**config.mk**
```make
export PLATFORM = sky130hd
export DESIGN_NAME = reg_file_sb
export DESIGN_NICKNAME = d
export VERILOG_FILES = /design/src/rtl/reg_file_sb.sv
export SDC_FILE = /design/constraint.sdc
export NUM_CORES = 2
export LEC_CHECK = 0
export BUFFER_PORTS_ARGS = -buffer_cell sky130_fd_sc_hd__buf_2
export CORE_UTILIZATION = 25
export CTS_CLUSTER_DIAMETER = 60
export CTS_CLUSTER_SIZE = 10
export DETAILED_ROUTE_END_ITERATION = 10
export PLACE_DENSITY = 0.42
export SLEW_MARGIN = 20
export SYNTH_ARGS = -nofsm -noshare
export SYNTH_HDL_FRONTEND = slang
export SYNTH_SLANG_ARGS = --single-unit
```
**constraint.sdc**
```tcl
create_clock -name clk -period 69.1 [get_ports clk]
set_input_delay 13.82 -clock clk [delete_from_list [all_inputs] [get_ports clk]]
set_output_delay 13.82 -clock clk [all_outputs]
set_load 0.02 [all_outputs]
```
**src/rtl/reg_file_sb.sv**
```systemverilog
// reg_file_sb: parametrised register file with write-first bypass,
// per-register pending-write scoreboard and a sequential bulk-clear engine.
// Optional feature macro: ZERO_REG_EN (register 0 hardwired to zero).
module reg_file_sb #(
  parameter int unsigned WIDTH = 64,
  parameter int unsigned DEPTH = 32,
  parameter int unsigned AW    = 5
) (
  input  logic             clk,
  input  logic             rst,
  input  logic [AW-1:0]    read_reg1,
  input  logic [AW-1:0]    read_reg2,
  output logic [WIDTH-1:0] read_data1,
  output logic [WIDTH-1:0] read_data2,
  output logic             busy1,
  output logic             busy2,
  input  logic [AW-1:0]    write_reg,
  input  logic [WIDTH-1:0] write_data,
  input  logic             RegWrite,
  input  logic [AW-1:0]    reserve_reg,
  input  logic             reserve_en,
  input  logic             clear_req,
  output logic             clear_busy
);

  localparam logic [AW-1:0] LAST_IDX = AW'(DEPTH - 1);

  typedef enum logic {
    IDLE  = 1'b0,
    CLEAR = 1'b1
  } state_t;

  state_t            state_q;
  state_t            state_d;
  logic [AW-1:0]     idx_q;
  logic [AW-1:0]     idx_d;

  logic [WIDTH-1:0]  mem [DEPTH];
  logic [DEPTH-1:0]  sb;

  logic              idle;
  logic              wr_en;
  logic              rsv_en;
  logic              bypass_en;

  // Writes and reserves are only honoured in IDLE; bypass is held off in reset.
  assign idle = (state_q == IDLE);
`ifdef ZERO_REG_EN
  assign wr_en  = RegWrite   && idle && (write_reg   != '0);
  assign rsv_en = reserve_en && idle && (reserve_reg != '0);
`else
  assign wr_en  = RegWrite   && idle;
  assign rsv_en = reserve_en && idle;
`endif
  assign bypass_en  = wr_en && !rst;
  assign clear_busy = (state_q == CLEAR);

  // Clear FSM state and index register.
  always_ff @(posedge clk or posedge rst) begin
    if (rst) begin
      state_q <= IDLE;
      idx_q   <= '0;
    end else begin
      state_q <= state_d;
      idx_q   <= idx_d;
    end
  end

  // Clear FSM next-state: walk idx from 0 to DEPTH-1, then return to IDLE.
  always_comb begin
    state_d = state_q;
    idx_d   = idx_q;
    case (state_q)
      IDLE: begin
        if (clear_req) begin
          state_d = CLEAR;
          idx_d   = '0;
        end
      end
      CLEAR: begin
        idx_d = idx_q + AW'(1);
        if (idx_q == LAST_IDX) begin
          state_d = IDLE;
        end
      end
      default: state_d = IDLE;
    endcase
  end

  // Storage and scoreboard update; a same-cycle reserve overrides the write's clear.
  always_ff @(posedge clk or posedge rst) begin
    if (rst) begin
      for (int unsigned i = 0; i < DEPTH; i++) begin
        mem[i] <= '0;
      end
      sb <= '0;
    end else if (state_q == CLEAR) begin
      mem[idx_q] <= '0;
      sb[idx_q]  <= 1'b0;
    end else begin
      if (wr_en) begin
        mem[write_reg] <= write_data;
        sb[write_reg]  <= 1'b0;
      end
      if (rsv_en) begin
        sb[reserve_reg] <= 1'b1;
      end
    end
  end

  // Read port 1: stored value, write-first bypass, busy from the held scoreboard.
  always_comb begin
    read_data1 = mem[read_reg1];
    busy1      = sb[read_reg1];
    if (bypass_en && (write_reg == read_reg1)) begin
      read_data1 = write_data;
    end
`ifdef ZERO_REG_EN
    if (read_reg1 == '0) begin
      read_data1 = '0;
      busy1      = 1'b0;
    end
`endif
  end

  // Read port 2: same structure as port 1.
  always_comb begin
    read_data2 = mem[read_reg2];
    busy2      = sb[read_reg2];
    if (bypass_en && (write_reg == read_reg2)) begin
      read_data2 = write_data;
    end
`ifdef ZERO_REG_EN
    if (read_reg2 == '0) begin
      read_data2 = '0;
      busy2      = 1'b0;
    end
`endif
  end

endmodule

```
-- Word-level counts from Yosys, hierarchy flattened
Index checks and enable logic that the tools add are counted.
- add/sub/neg operators: 1
- $mul: 0
- divide/modulo/power cells: 0
- order comparisons: 14
- equal/unequal tests: 4
- shifts and indexed selects: 0
- multiplexer cells: 34
- bitwise operators: 12
- reduce and logical (&&, ||, !) cells: 12
- operators by type and width (kind ; count):
    $mux 2048 ; 2
    $and 2048x2048->2048 ; 1
    $bwmux 2048 ; 1
    $not 2048->2048 ; 1
    $bmux 64 s5 ; 2
    $demux 64 s5 ; 2
    $mux 64 ; 8
    $mux 32 ; 4
    $and 32x32->32 ; 2
    $not 32->32 ; 2
    $or 32x32->32 ; 1
    $lt 5x6->1 const B ; 5
    $ge 6x6->1 const B ; 4
    $not 5->6 ; 4
    $demux 1 s5 ; 3
    $ge 5x1->1 const B ; 3
    $lt 6x1->1 const B ; 2
    $bmux 1 s5 ; 2
    $eq 5x5->1 ; 2
    $logic_and 1x1->1 ; 10
    $pmux 5 s2 ; 1
    $mux 1 ; 7
    $add 5x1->5 const B ; 1
    $eq 5x5->1 const B ; 1
    6 further kinds ; 6
- register bits after elaboration: 2086
- bits in latches: 0
- RAM bits: 0
- memory bits (read-only): 0
- bits of input ports: 89
- output and inout bits: 131
- word-level logic and storage cells: 112
- memories kept: 0

-- Logic depth before layout (Yosys ltp)
- word-level depth: 11
- depth in mapped cells: 10
- depth with buffers taken out: 5

-- Worst setup path after synthesis
No wires, ideal clock.
- path kind: in2out
- start point: input read_reg1[0]
- end point: output read_data1[12]
- data arrival time: 15.787 ns
- required time: 55.280 ns
- slack: 39.493 ns
- stages on the path: 9
- path buffers: 4
- cells stage by stage: buf_2 -> buf_6 -> buf_4 -> buf_2 -> mux4_2 -> a22oi_1 -> nand2_1 -> a22oi_1 -> o21ai_0
- cells in the longest elaborated chain, start to end: 5
- elaborated cells between the ends (all ways): 7
- those cells by class: 1 x eq/ne; 4 x mux; 1 x bitwise; 1 x reduce/logical
- ends and longest elaborated chain (what ; line ; RTL):
    start, declared ; 11 ; input logic [AW-1:0] read_reg1,
    $not 5->6 (not written as such) ; 113 ; read_data1 = mem[read_reg1];
    $bmux 64 s5 ; 113 ;
    $mux 64 (not written as such) (2 in series) ; 113 ;
    $mux 64 (*) ; 115 ; if (bypass_en && (write_reg == read_reg1)) begin
    end, declared ; 13 ; output logic [WIDTH-1:0] read_data1,
Every way passes the cells marked *; elsewhere a longest branch is shown, timed or not. The select of a mux whose other input is x is not followed.

-- Final worst setup path
- start point: input read_reg1[1]
- end point: output read_data1[2]
The elaborated chain is that of the path after synthesis.

==> metrics.md <==
| Metric | Value |
|---|---|
| Worst endpoint data arrival time | between 15 and 20 ns |
| Worst rel slew slack | 0.164 |
| Register area share after synthesis | 0.484 |
| Yosys warns | 0 |
| Post-route ant nets | 0 |
| WS Path Type | input pin to primary output |
| Post-Route WL | 535000 um |
| Cell count after synthesis | between 7k and 8k |
| I/O pin cnt | 220 |
| Post-CTS Setup Inserts | 0 |
| Largest net degree at the start of global routing | 165 |
| Final #Nets | about 7.5k |
| Area after DPL | 115000 sq um |
| Antenna violations before repair | 63 |
| Vias/cell | around 6.4 |
| # setup viols final | 0 |
| Placed insts | ~13k |
| Fin util | 0.283 |
| Die W | 659 um |
| Worst Tran Pin Value | roughly 1.3 ns |
| Asr flop ratio synth | 1.00 |
| CTS tree | done |
| Max Clk Rate | around 0.03 GHz |
| GRT Overall Usage | 0.241 |
| Reg2reg path depth | 8 |
| Hold Path Origin | mem[592] |
| Fin area | ~120000 sq um |
| Post-Route Setup TNS | 0 ns |
| Status | finished, final reports clean |
| Clock Sinks | ~2.1k |
| Final cell count without fillers | 13.1k |
| Final Max Slew Viols | 0 |
| Gp weighted congestion | around 0.80 |
| Worst EP required | 55.28 ns |
| Syn-to-layout area delta | 12.5% |
| Synth area leader | dfrtp_1 |
| Quantity of hold-fixing buffers added after cts | 0 |
| Root Buffer | clkbuf_16 |
| Max clock buf depth | 4 |
| Row cnt | 240 |
| Hold Path Sink | mem[592] |
| # Max-Cap Violations | 0 |
| Reg2reg end | mem[909] |
| Final hold violation count | 0 |
| Period minus WS final | roughly 33 ns |
| Yosys cell types | slightly above 60 |
| Period Utilization, post-route | 0.484 |
| Layout cells sized above 1 | 0.265 |
| Total grt overflow | 0 |
| Ranking of synthesized cells by area | dfrtp_1, mux4_2, a22o_1 |
| Crit path max fanout | 45 |
| FF-to-FF Start | clear_busy |
| Critical Path Sink Type | primary output |
| CTS Buf Count | 241 |
| Initial Utilization | 0.252 |
| Post-DR wirelength/cell | slightly above 40 um |
| Startpoint type of the worst setup path | input pin |
| Post-synth top flop | dfrtp_1 |
| Pre-antenna DRT Iters | 6 |
| Reg2reg setup slack | ~64 ns |
| First-pass GRT wire length | 738000 um |
| RSZ-0062 raised after global routing | no |
| Worst-skew pair later-pin latency | 0.95 ns |
| VDD IR max | about 0.022 mV |
| Post-CTS sizing | 0 |
| Port buffer count | about 220 |
| Yosys reg bits | 2086 |
| PD cells | 27.0 nW/um^2 |
| Min-Delay Path Class | register to register |
| Post-synth EDFFs | 0 |
| Worst Skew | roughly 0.071 ns |
| Mean post-synth cell area | roughly 14 sq um |
| Syn Nets | between 7k and 8k |
| Die ar. | 434000 sq um |
| First DRT Iteration DRCs | about 10k |
| DRC | 0 |
| Mapped cell area | around 110000 sq um |
| Top cell type's share of synthesized area | 0.484 |
| Clock transition at the registers of the reported paths | about 0.05 ns |
| H-tree levels | 4 |
| Die Span Y | about 660 um |
| HPWL Detailed | about 290000 um |
| Leakage | 51.5 nW |
| Vias | 83.6k |
| Core area | around 430000 sq um |
| Worst hold path cell count | 1 |
| Vias in the first global route | 84.2k |
## cells in the mapped netlist (8+ instances only)
cell type,n
inv_1,8
mux2_2,31
a211o_1,52
and2_1,11
a21oi_2,10
a31oi_1,41
and3_1,11
a221oi_1,35
a22o_1,2072
buf_4,34
nor3_1,13
a22oi_1,229
clkbuf_1,609
nor2_1,66
a21oi_1,158
nor3b_1,8
mux2i_1,101
nand2_1,216
buf_1,184
o22ai_1,46
o221ai_1,11
buf_6,8
dfrtp_1,2086
buf_2,272
nor2b_1,75
mux4_2,1050
a211oi_1,106
or4_1,11
o21ai_0,88
## routing by layer
| layer | track usage | wire length [um] | part of all wire | vias up |
|---|---|---|---|---|
| li1 | - | - | - | 30644 |
| met1 | 0.314 | 210000 | 0.39 | 45695 |
| met2 | 0.370 | 242000 | 0.45 | 5945 |
| met3 | 0.0618 | 54800 | 0.10 | 1305 |
| met4 | 0.119 | 28400 | 0.053 | 10 |
| met5 | 0.00266 | 126 | 0.00024 | - |
## area by class of cell
type	count	area, sq um
tap	5687	7120
inverter	9	40.0
multi-input combinational	4518	51600
sequential	2086	52200
fill	43124	307000
antenna	34	85.1
clock buffer	266	6290
timing repair buffer	508	3700
clock inverter	27	339
## cell families after synthesis
group | after synthesis | share of synthesized area
compound gates | 2861 | 0.218
simple gates | 458 | 0.0207
fa+ha+maj | 5 | 0.000580
buf+inv | 1116 | 0.0437
mux | 1182 | 0.232
flops | 2086 | 0.484
xor+xnor | 12 | 0.000975
## layout by cell type (no fill, tap or decap), drive strengths merged, types with 52 or more instances in the layout
| master | netlist | layout |
|---|---|---|
| a211o | 52 | 52 |
| a211oi | 106 | 106 |
| a21oi | 168 | 168 |
| a22o | 2072 | 2072 |
| a22oi | 229 | 229 |
| buf | 498 | 506 |
| clkbuf | 609 | 268 |
| dfrtp | 2086 | 2086 |
| mux2i | 101 | 101 |
| mux4 | 1050 | 1050 |
| nand2 | 216 | 216 |
| nor2 | 66 | 66 |
| nor2b | 75 | 75 |
| o21ai | 88 | 88 |
## state kept, by name, summed over array words and instances (netlist names)
| name | cells |
|---|---|
| clear_busy | 1 |
| mem | 2048 |
| idx_q | 5 |
| sb | 32 |
## worst max-delay path, cell delays in order
cell and delay [ns]:
buf_8 0.32, buf_4 0.77, buf_4 0.70, buf_4 0.70, buf_4 0.75, mux4_2 0.37, nand2_1 0.07, a31oi_1 0.23
o21ai_0 0.11, o21ai_0 0.96, buf_2 0.33
## worst max path at each step
stage                       startpoint              to  slack [ns]
after detailed placement  read_reg1[1]  read_data1[18]       35.76
after CTS                 read_reg1[1]  read_data1[18]       35.78
after global routing      read_reg1[1]   read_data1[2]       35.64
final                     read_reg1[1]   read_data1[2]       35.68
after global placement    read_reg1[1]  read_data1[24]       35.44
after floorplan                    rst      clear_busy       26.31
## through the flow
stage | total power [mW] | hold WS [ns] | setup WS, ns
finish | 3.27 | 0.513 | 35.68
global route | 3.36 | 0.524 | 35.64
CTS | 3.28 | 0.516 | 35.78
detailed placement | 2.09 | 0.496 | 35.76
global placement | 2.08 | 0.494 | 35.44
floorplan | 1.80 | 0.477 | 26.31
## report_power, final
group          total (mW)  internal (mW)  switching, mW
logic               0.661          0.234          0.427
registers            1.42           1.33         0.0920
clock network        1.19          0.648          0.540
total                3.27           2.21           1.06
(Power assumes the default switching activity.)
